[src/rtl/flag_register_unit_pkg.sv]
// -----------------------------------------------------------------------------
// flag_register_unit_pkg
//   Shared definitions for the O/S/C/Z flag producer:
//     - ALU operation class encodings
//     - flag bit positions (same order as the tester_flags pins: {O,S,C,Z})
//     - pipeline payload type and the masked-merge helper used for both
//       commit and forwarding
// -----------------------------------------------------------------------------
package flag_register_unit_pkg;

  typedef enum logic [1:0] {
    OP_ADD   = 2'b00,
    OP_SUB   = 2'b01,
    OP_LOGIC = 2'b10,
    OP_SHIFT = 2'b11
  } op_class_e;

  localparam int NUM_FLAGS = 4;
  localparam int FLAG_O    = 3;
  localparam int FLAG_S    = 2;
  localparam int FLAG_C    = 1;
  localparam int FLAG_Z    = 0;

  typedef logic [NUM_FLAGS-1:0] flags_t;

  // One in-flight flag write: the derived flags and which of them it writes.
  typedef struct packed {
    flags_t flags;
    flags_t mask;
  } flag_write_t;

  // Bits selected by mask come from new_f, the rest keep old_f.
  function automatic flags_t merge_flags(input flags_t old_f,
                                         input flags_t new_f,
                                         input flags_t mask);
    return (old_f & ~mask) | (new_f & mask);
  endfunction

endpackage

[src/rtl/flag_register_unit_if.sv]
// -----------------------------------------------------------------------------
// flag_register_unit_if
//   ALU-to-flag-unit bus. The ALU/control side drives it (master); the flag
//   register unit consumes it (slave).
//     alu_valid  : ALU result valid this cycle
//     op_class   : ADD / SUB / LOGIC / SHIFT
//     flag_mask  : per-flag write enable {O,S,C,Z}
//     a, b       : operands as applied (b un-inverted for SUB)
//     result     : ALU result
//     carry_out  : ALU carry, or last shifted-out bit for SHIFT
//     hold       : pipeline stall
//     flush      : kill the EX-stage entry
// -----------------------------------------------------------------------------
interface flag_register_unit_if #(
  parameter int WIDTH = 16
);
  import flag_register_unit_pkg::*;

  logic             alu_valid;
  op_class_e        op_class;
  flags_t           flag_mask;
  logic [WIDTH-1:0] a;
  logic [WIDTH-1:0] b;
  logic [WIDTH-1:0] result;
  logic             carry_out;
  logic             hold;
  logic             flush;

  modport master (
    output alu_valid, op_class, flag_mask, a, b, result, carry_out, hold, flush
  );

  modport slave (
    input  alu_valid, op_class, flag_mask, a, b, result, carry_out, hold, flush
  );

endinterface

[src/rtl/flag_register_unit_flag_calc.sv]
// -----------------------------------------------------------------------------
// flag_calc
//   Purely combinational flag derivation from one ALU result.
//   Ports:
//     op_class  in  operation class
//     a, b      in  operands (only the sign bits influence overflow)
//     result    in  ALU result
//     carry_out in  ALU carry / shifted-out bit
//     flags     out {O,S,C,Z}
// -----------------------------------------------------------------------------
module flag_calc
  import flag_register_unit_pkg::*;
#(
  parameter int WIDTH = 16
) (
  input  op_class_e        op_class,
  input  logic [WIDTH-1:0] a,
  input  logic [WIDTH-1:0] b,
  input  logic [WIDTH-1:0] result,
  input  logic             carry_out,
  output flags_t           flags
);

  localparam int MSB = WIDTH - 1;

  logic a_sign;
  logic b_sign;
  logic r_sign;

  assign a_sign = a[MSB];
  assign b_sign = b[MSB];
  assign r_sign = result[MSB];

  // Overflow depends only on operand signs; the low bits are carried on the
  // ports to keep the ALU hookup uniform.
  logic unused_operand_bits;
  assign unused_operand_bits = ^{a[MSB-1:0], b[MSB-1:0]};

  always_comb begin
    // NOTE: every output gets a default before the case, so no path through
    //       this block leaves a bit unassigned and no latch is inferred.
    flags         = '0;
    flags[FLAG_Z] = (result == '0);
    flags[FLAG_S] = r_sign;
    case (op_class)
      OP_ADD: begin
        // Same-signed operands producing a differently-signed result.
        flags[FLAG_C] = carry_out;
        flags[FLAG_O] = (a_sign == b_sign) & (r_sign != a_sign);
      end
      OP_SUB: begin
        // a - b overflows only when the operand signs differ.
        flags[FLAG_C] = carry_out;
        flags[FLAG_O] = (a_sign != b_sign) & (r_sign != a_sign);
      end
      OP_SHIFT: begin
        flags[FLAG_C] = carry_out;
      end
      default: begin
        // LOGIC: C and O are architecturally cleared.
      end
    endcase
  end

endmodule

[src/rtl/flag_register_unit.sv]
// -----------------------------------------------------------------------------
// flag_register_unit
//   Producer side of the O/S/C/Z flag interface. Flags are derived from each
//   ALU result, captured in EX, moved to WB and committed into the
//   architectural register. tester_flags sees forwarded flags where the
//   youngest pending write to each flag wins.
//   Ports:
//     clk           in   clock
//     reset         in   synchronous, active-high reset
//     alu           slave side of flag_register_unit_if (ALU bus, hold, flush)
//     O, S, C, Z    out  forwarded flags
//     arch_flags    out  committed register {O,S,C,Z}
//     flags_pending out  count of valid in-flight flag writes (0..2)
// -----------------------------------------------------------------------------
module flag_register_unit
  import flag_register_unit_pkg::*;
#(
  parameter int WIDTH = 16
) (
  input  logic                  clk,
  input  logic                  reset,
  flag_register_unit_if.slave   alu,
  output logic                  O,
  output logic                  S,
  output logic                  C,
  output logic                  Z,
  output flags_t                arch_flags,
  output logic [1:0]            flags_pending
);

  flags_t      alu_flags;
  logic        capture_valid;

  logic        ex_valid;
  logic        wb_valid;
  flag_write_t ex_q;
  flag_write_t wb_q;
  flags_t      arch_q;
  flags_t      fwd_flags;

  flag_calc #(
    .WIDTH (WIDTH)
  ) u_flag_calc (
    .op_class  (alu.op_class),
    .a         (alu.a),
    .b         (alu.b),
    .result    (alu.result),
    .carry_out (alu.carry_out),
    .flags     (alu_flags)
  );

  // An instruction writing no flags never occupies a stage, so it neither
  // forwards nor counts as pending. A flush on the capture edge kills it too.
  assign capture_valid = alu.alu_valid & (|alu.flag_mask) & ~alu.flush;

  // Control state: stage valids and the architectural register.
  always_ff @(posedge clk) begin
    // NOTE: sequential state uses non-blocking assignments so every register
    //       samples the pre-edge value of the others (wb_valid takes the old
    //       ex_valid, arch_q merges the old wb_q).
    if (reset) begin
      ex_valid <= 1'b0;
      wb_valid <= 1'b0;
      arch_q   <= '0;
    end else if (alu.hold) begin
      // Stalled: nothing moves, but a taken branch still kills EX.
      if (alu.flush) begin
        ex_valid <= 1'b0;
      end
    end else begin
      ex_valid <= capture_valid;
      wb_valid <= ex_valid & ~alu.flush;
      if (wb_valid) begin
        arch_q <= merge_flags(arch_q, wb_q.flags, wb_q.mask);
      end
    end
  end

  // Payload registers.
  // NOTE: payload carries no reset; it is only observed when the matching
  //       valid bit is set, and the valids are reset above.
  always_ff @(posedge clk) begin
    if (!alu.hold) begin
      ex_q <= '{flags: alu_flags, mask: alu.flag_mask};
      wb_q <= ex_q;
    end
  end

  // Forwarding: architectural value, overlaid by WB, overlaid by the younger
  // EX entry. Stage masks are qualified by their valid bits.
  always_comb begin
    fwd_flags = arch_q;
    fwd_flags = merge_flags(fwd_flags, wb_q.flags, wb_q.mask & {NUM_FLAGS{wb_valid}});
    fwd_flags = merge_flags(fwd_flags, ex_q.flags, ex_q.mask & {NUM_FLAGS{ex_valid}});
  end

  assign O             = fwd_flags[FLAG_O];
  assign S             = fwd_flags[FLAG_S];
  assign C             = fwd_flags[FLAG_C];
  assign Z             = fwd_flags[FLAG_Z];
  assign arch_flags    = arch_q;
  assign flags_pending = {1'b0, ex_valid} + {1'b0, wb_valid};

endmodule

[src/flat_wrapper.sv]
// flat-port wrapper written by rule: the top's interface ports become plain ports
module flag_register_unit_flat import flag_register_unit_pkg::*;
#(
  parameter int WIDTH = 16
)
  (clk, reset, O, S, C, Z, arch_flags, flags_pending, alu_alu_valid, alu_op_class, alu_flag_mask, alu_a, alu_b, alu_result, alu_carry_out, alu_hold, alu_flush);
  flag_register_unit_if #(.WIDTH(WIDTH)) alu_i ();
  input  logic clk;
  input  logic reset;
  output logic O;
  output logic S;
  output logic C;
  output logic Z;
  output flags_t arch_flags;
  output logic [1:0] flags_pending;
  input wire logic [$bits(alu_i.alu_valid)-1:0] alu_alu_valid;
  input wire logic [$bits(alu_i.op_class)-1:0] alu_op_class;
  input wire logic [$bits(alu_i.flag_mask)-1:0] alu_flag_mask;
  input wire logic [$bits(alu_i.a)-1:0] alu_a;
  input wire logic [$bits(alu_i.b)-1:0] alu_b;
  input wire logic [$bits(alu_i.result)-1:0] alu_result;
  input wire logic [$bits(alu_i.carry_out)-1:0] alu_carry_out;
  input wire logic [$bits(alu_i.hold)-1:0] alu_hold;
  input wire logic [$bits(alu_i.flush)-1:0] alu_flush;
  assign alu_i.alu_valid = alu_alu_valid;
  assign alu_i.op_class = alu_op_class;
  assign alu_i.flag_mask = alu_flag_mask;
  assign alu_i.a = alu_a;
  assign alu_i.b = alu_b;
  assign alu_i.result = alu_result;
  assign alu_i.carry_out = alu_carry_out;
  assign alu_i.hold = alu_hold;
  assign alu_i.flush = alu_flush;
  flag_register_unit #(.WIDTH(WIDTH)) u_core (.clk(clk), .reset(reset), .alu(alu_i), .O(O), .S(S), .C(C), .Z(Z), .arch_flags(arch_flags), .flags_pending(flags_pending));
endmodule
[config.mk]
export PLATFORM = sky130hd
export DESIGN_NAME = flag_register_unit_flat
export DESIGN_NICKNAME = d
export VERILOG_FILES = /design/src/rtl/flag_register_unit_pkg.sv /design/src/rtl/flag_register_unit_if.sv /design/src/rtl/flag_register_unit_flag_calc.sv /design/src/rtl/flag_register_unit.sv /design/src/flat_wrapper.sv
export SDC_FILE = /design/constraint.sdc
export NUM_CORES = 1
export LEC_CHECK = 0
export CAP_MARGIN = 20
export CORE_UTILIZATION = 31
export CTS_BUF_LIST = sky130_fd_sc_hd__clkbuf_2 sky130_fd_sc_hd__clkbuf_4 sky130_fd_sc_hd__clkbuf_8
export CTS_CLUSTER_DIAMETER = 30
export DETAILED_ROUTE_END_ITERATION = 12
export GPL_TIMING_DRIVEN = 0
export PLACE_DENSITY = 0.76
export RECOVER_POWER = 25
export SLEW_MARGIN = 20
export SYNTH_ARGS = -nofsm -noshare
export SYNTH_HDL_FRONTEND = slang
export SYNTH_SLANG_ARGS = --single-unit
[constraint.sdc]
create_clock -name clk -period 1.09 [get_ports clk]
set_input_delay 0.327 -clock clk [delete_from_list [all_inputs] [get_ports clk]]
set_output_delay 0.327 -clock clk [all_outputs]
set_load 0.005 [all_outputs]
==> reports/metrics.cfg, run 1 <==
[run_status]
status = finished, violations left
failed_checks = design-rule violations, negative setup slack

[placed_design]
detailedPlacementHpwl_um = 1420
preCtsSetupSlack_ns = -0.685
gpl.final_weighted_congestion = 0.722
numPortBuffers = 39
detailed_place.area_mm2 = 0.00137

[cts]
cts_htree_levels = 1
ctsLongestPathBuffers = 2
root_buffer = clkbuf_4
number_of_buffers_added_by_the_clock_tree_synthesis_step = 3
cts_tree = built
cts.sink_count = 22
clkLatencyLatePin_ns = 0.30
path_clk_slew_ns = 0.11

[detailed_routing]
num_vias = 768
firstDrtPassIters = 8
finalWirelength_um = 2030
dr_wl_cell_um = 12.9
drt-vias-per-instance = 4.89
drt_drc_violations_left = 4
antenna_violation_net_count_after_detailed_routing = 0
detailedRoute.firstIterationViolations = 13

[yosys]
ys_ff_latch = 22
synth.yosys.seq_area_share_pct = 64.2
synth_area_per_cell_um2 = 12.3
synth_nets = 137
synth.yosys.warnings = 0
synth_area_um2 = 936
ys_async_sr_fraction_pct = 0
synthCells = 76
ys_types = 19
synth_edf_count = 16
synth-main-ff-cell = edfxtp_1

[power]
power-per-cell-area_mw_per_mm2 = 1030
vdd_ir_drop_max_mv = 0.457
p_leak_uw = 0.000620
share_seq_of_total_power_pct = 64.1
internal-power_uw = 1200
power.switching_fraction_pct = 20.9
clockPowerShare_pct = 23.5
power.net_switching_uw = 317
power.share.combinational_pct = 12.4

[timing]
timing.final.ws_setup_ns = -0.477
clock-skew-final_ns = 0.00417
hold_slack_ns = 0.413
post-route-period-util_pct = 144
fin_tns_setup_ns = -2.52
worstMarginPinSlew_ns = 0.342
rsz0062_at_grt = yes
timing_max_transition_violations_final = 0
finalHoldViolCount = 0
period_minus_slack_ns = 1.57
maxClockFrequency_mhz = 638
setup_viol = 8
max_slew_margin_pct = 77.2

[floorplan]
die_x_um = 56.9
floorplan.die.height_um = 56.9
design.portCount = 70
floorplan.core_area_mm2 = 0.00281
row_count = 19
initial_utilization_pct = 33.4
die_area_mm2 = 0.00324

[global_routing]
grt_max_degree = 17
initial_antenna_violation_count = 0
grtUsageTotal_pct = 12.8
grt_pass1_wl_um = 3180
first_global_vias = 747
gr-total-overflow = 0

[worst_setup_path]
worst_setup_path_end_kind = output pin
r2r-start = u_core.wb_valid
worst-path-max-fanout = 7
worstSetupStartpoint = u_core.wb_valid
cp.required_ns = 0.76
crit_type = register to output pin
setup.worst_path.start_class = register
worst-endpoint-arrival_ns = 1.24

[final_layout]
final_cell_area_mm2 = 0.00147
fraction_of_layout_cells_with_a_size_suffix_above_1_pct = 26.2
multi_input_area_um2 = 350
diodes = 0
layout.filler_cells = 255
fin_util_pct = 52.3
finalNetCount = 189
ff_latch_area_um2 = 611
areaGrowthSynthToFinish_pct = 56.7

[run]
drv_cap = 0

[worst_hold_path]
worst_hold_path_type = input pin to register
timing.hold.worst.start = alu_result[15]

## power groups by stage
stage | Combinational [uW] | Sequential [uW] | Clock, uW
after floorplan | 40.9 | 984 | 0
after global routing | 203 | 977 | 386
after CTS | 180 | 970 | 360
after detailed placement | 175 | 993 | 0
after global placement | 171 | 988 | 0
final | 187 | 970 | 356
## stage by stage
step                      power, uW  std cells
after detailed placement       1170        146
after floorplan                1030         76
final                          1510        157
after global routing           1570        157
after CTS                      1510        156
after global placement         1160        146
## per-layer routing
| layer | global-route usage (%) | routed length [um] | vias up |
|---|---|---|---|
| li1 | - | - | 379 |
| met2 | 23.2 | 1070 | 40 |
| met5 | 0 | 0 | - |
| met4 | 4.18 | 18 | 0 |
| met3 | 3.85 | 179 | 3 |
| met1 | 14.4 | 762 | 346 |
## worst max-delay path, cell delays in order, from the launching register on
cell,delay [ns]
dfxtp_2,0.34
buf_6,0.13
nand2_2,0.06
mux2i_1,0.19
a21oi_1,0.09
buf_2,0.13
## final cells by class
| class | instances | area share (%) |
|---|---|---|
| sequential | 22 | 41.6 |
| clock buffer | 3 | 1.54 |
| multi-input combinational | 51 | 23.9 |
| timing repair buffer | 47 | 28.8 |
| inverter | 2 | 0.768 |
| tap | 31 | 2.65 |
| buffer | 1 | 0.768 |
## path summary, 6_finish.rpt
kind	endpoint	slack [ns]	cells after the start
worst max-delay path	O	-0.48	5
worst min-delay path	u_core.ex_q[6]	0.41	1
worst max register to register	register	0.03	5
worst min register to register	u_core.wb_q[1]	0.46	0
## cells in the mapped netlist, types with 2 or more instances
| master | n | share of area (%) |
|---|---|---|
| dfxtp_1 | 6 | 13 |
| mux2i_1 | 9 | 9.6 |
| edfxtp_1 | 16 | 51 |
| nand3b_1 | 4 | 3.2 |
| nor2b_1 | 2 | 1.3 |
| nand2_1 | 9 | 3.6 |
| nor4_1 | 4 | 2.7 |
| a21oi_1 | 5 | 2.7 |
| inv_1 | 2 | 0.80 |
| nor2_1 | 10 | 4.0 |
## layout by cell type (no fill, tap or decap), drive strengths merged
cell and count:
nand3b 4, inv 1, ha 1, nor2b 2
dlygate4sd2 6, a21boi 1, edfxtp 16, nor2 10
o41ai 1, clkdlybuf4s50 22, clkbuf 3, clkdlybuf4s25 1
xnor2 1, and4 1, mux2i 9, o21a 1
nand2 9, dfxtp 6, buf 19, clkinvlp 1
nor3b 1, nor4 4, nor3 1, a21oi 5
## repair_timing
action | CTS | global route
endpoints found under the hold margin | 0 | 0
hold buffers | 0 | 0
pin swaps | 7 | 5
setup buffers | 7 | 1
gates resized for setup | 60 | 3
endpoints found under the setup margin | 32 | 14
## cells by family after synthesis
| kind of cell | count (synthesis) | synth area share [%] |
|---|---|---|
| AND/OR/NAND/NOR | 32 | 17.1 |
| flip-flops | 22 | 64.2 |
| multiplexers | 9 | 9.63 |
| AO/OA/AOI/OAI | 8 | 5.21 |
| buffers and inverters | 3 | 1.60 |
| XOR/XNOR | 1 | 0.936 |
| adder cells (fa/ha/maj) | 1 | 1.34 |
(Power assumes the default switching activity.)
==> inputs of run 2 (changes only) <==
--- a/config.mk
+++ b/config.mk
@@ -11,6 +11,7 @@
 export CTS_CLUSTER_DIAMETER = 30
 export DETAILED_ROUTE_END_ITERATION = 12
 export GPL_TIMING_DRIVEN = 0
+export MAX_ROUTING_LAYER = met4
 export PLACE_DENSITY = 0.76
 export RECOVER_POWER = 25
 export SLEW_MARGIN = 20
==> reports/metrics.cfg, run 2 (synthesis results as in run 1) <==
[run_status]
status = finished, violations left
failed_checks = design-rule violations, negative setup slack

[worst_setup_path]
cp.required_ns = 0.76
worst-endpoint-arrival_ns = 1.24
worst_setup_path_end_kind = output pin
cp_slowest_stage_delay_ns = 0.34
worst-path-max-fanout = 7
setup.worst_path.start_class = register
crit_type = register to output pin
critical_path_buf_inv_count = 2
critical_path.top_delay_family = flip-flops
crit_path_top_delay_cell = dfxtp_2
worstRegToRegCells = 5
r2r-start = u_core.wb_valid
ff2ff_setup_slack_ns = 0.03
ordered_cell_list_for_the_critical_path = buf_6 -> nand2_2 -> mux2i_1 -> a21oi_1 -> buf_2

[timing]
clock-skew-final_ns = 0.00420
worstMarginPinSlew_ns = 0.342
fin_tns_setup_ns = -2.52
finalHoldViolCount = 0
setup_viol = 8
timing_max_transition_violations_final = 0
max_slew_margin_pct = 77.2
maxClockFrequency_mhz = 638
period_minus_slack_ns = 1.57
timing.final.ws_setup_ns = -0.477
rsz0062_at_grt = yes
post-route-period-util_pct = 144

[final_layout]
layout_common_cells = clkdlybuf4s50_1, edfxtp_1, nor2_1
diodes = 0
areaGrowthSynthToFinish_pct = 56.7
layout.filler_cells = 255
fraction_of_layout_cells_with_a_size_suffix_above_1_pct = 26.2
finalNetCount = 189
mostFrequentLayoutCell = clkdlybuf4s50_1
final-instance-count-excl-fill = 157

[worst_hold_path]
worst_hold_path_type = input pin to register
min_to = u_core.ex_q[6]
hold_critical_path_depth = 1
timing.hold.worst.start = alu_result[15]

[placed_design]
detailedPlacementHpwl_um = 1420
dp.cells = 146
preCtsSetupSlack_ns = -0.685
gpl.final_weighted_congestion = 0.730
numPortBuffers = 39

[floorplan]
initial_utilization_pct = 33.4
design.portCount = 70
floorplan.core_area_mm2 = 0.00281
die_area_mm2 = 0.00324
floorplan.die.height_um = 56.9
row_count = 19
die_x_um = 56.9

[cts]
clkLatencyLatePin_ns = 0.30
root_buffer = clkbuf_4
ctsLongestPathBuffers = 2
cts.sink_count = 22
path_clk_slew_ns = 0.11
cts_tree = built
cts_htree_levels = 1
post_cts_hold_buffer_count = 0
number_of_buffers_added_by_the_clock_tree_synthesis_step = 3

[power]
clockPowerShare_pct = 23.5
power.switching_fraction_pct = 20.9
post-layout-total-power_uw = 1510
internal-power_uw = 1200
p_leak_uw = 0.000620
vdd_ir_drop_max_mv = 0.457
share_seq_of_total_power_pct = 64.1
power.share.combinational_pct = 12.4
power-per-cell-area_mw_per_mm2 = 1030
power.net_switching_uw = 317

[detailed_routing]
drt-vias-per-instance = 4.89
finalWirelength_um = 2030
detailedRoute.firstIterationViolations = 13
firstDrtPassIters = 8
num_vias = 768
drt_drc_violations_left = 4
antenna_violation_net_count_after_detailed_routing = 0
dr_wl_cell_um = 13.0

[global_routing]
initial_antenna_violation_count = 0
grt_max_degree = 17
grt_pass1_wl_um = 3180
gr-total-overflow = 0
first_global_vias = 747
grtUsageTotal_pct = 13.2

[run]
drv_cap = 0

[run 2: layout make-up]
class	instances	area (um^2)	share of cell area, %
buffer	1	11.3	0.768
multi-input combinational	51	350	23.9
sequential	22	611	41.6
timing repair buffer	47	422	28.8
inverter	2	11.3	0.768
tap	31	38.8	2.65
clock buffer	3	22.5	1.54
[run 2: routing by layer]
| layer | GRT usage (%) | routed length [um] | vias to the layer above |
|---|---|---|---|
| met1 | 14.8 | 781 | 346 |
| met4 | 4.18 | 18 | 0 |
| met2 | 23.2 | 1070 | 40 |
| met5 | - | 0 | - |
| li1 | - | - | 379 |
| met3 | 3.17 | 161 | 3 |
[run 2: timing repair]
| action | in CTS | in global routing |
|---|---|---|
| cloned | 0 | 0 |
| pin swaps | 7 | 5 |
| resized for setup | 60 | 3 |
| buffers inserted | 7 | 1 |
| endpoints found under the setup margin | 32 | 14 |
[run 2: worst max-delay path by stage]
stage	start	end	slack (ns)	depth (start not counted)
2_1_floorplan	u_core.wb_valid	C	0.007	4
4_1_cts	u_core.wb_valid	O	-0.50	5
3_5_place_dp	alu_hold	u_core.ex_q[4]	-0.69	2
6_report	u_core.wb_valid	O	-0.48	5
3_3_place_gp	alu_hold	u_core.ex_q[4]	-0.67	2
5_1_grt	u_core.wb_valid	O	-0.60	5
[run 2: metrics by stage]
step / hold WS (ns) / utilization [%] / instance area, um^2
2_1_floorplan: 0.399 / - / 940
3_3_place_gp: 0.430 / 48.8 / 1370
3_5_place_dp: 0.436 / 48.8 / 1370
4_1_cts: 0.372 / 51.4 / 1440
5_1_grt: 0.434 / 52.3 / 1470
6_report: 0.414 / 52.3 / 1470
[run 2: power by group through the flow]
stage	Sequential [uW]	Clock [uW]	Combinational, uW
2_1_floorplan	984	0	40.9
3_3_place_gp	988	0	171
3_5_place_dp	993	0	175
4_1_cts	970	360	180
5_1_grt	977	386	203
6_report	970	356	187
[run 2: worst reg2reg max path, delay by kind of cell, from the launching register on]
kind,cells,cell delay (ns)
buf+inv,2,0.26
mux,1,0.20
simple gates,2,0.15
flops,1,0.34
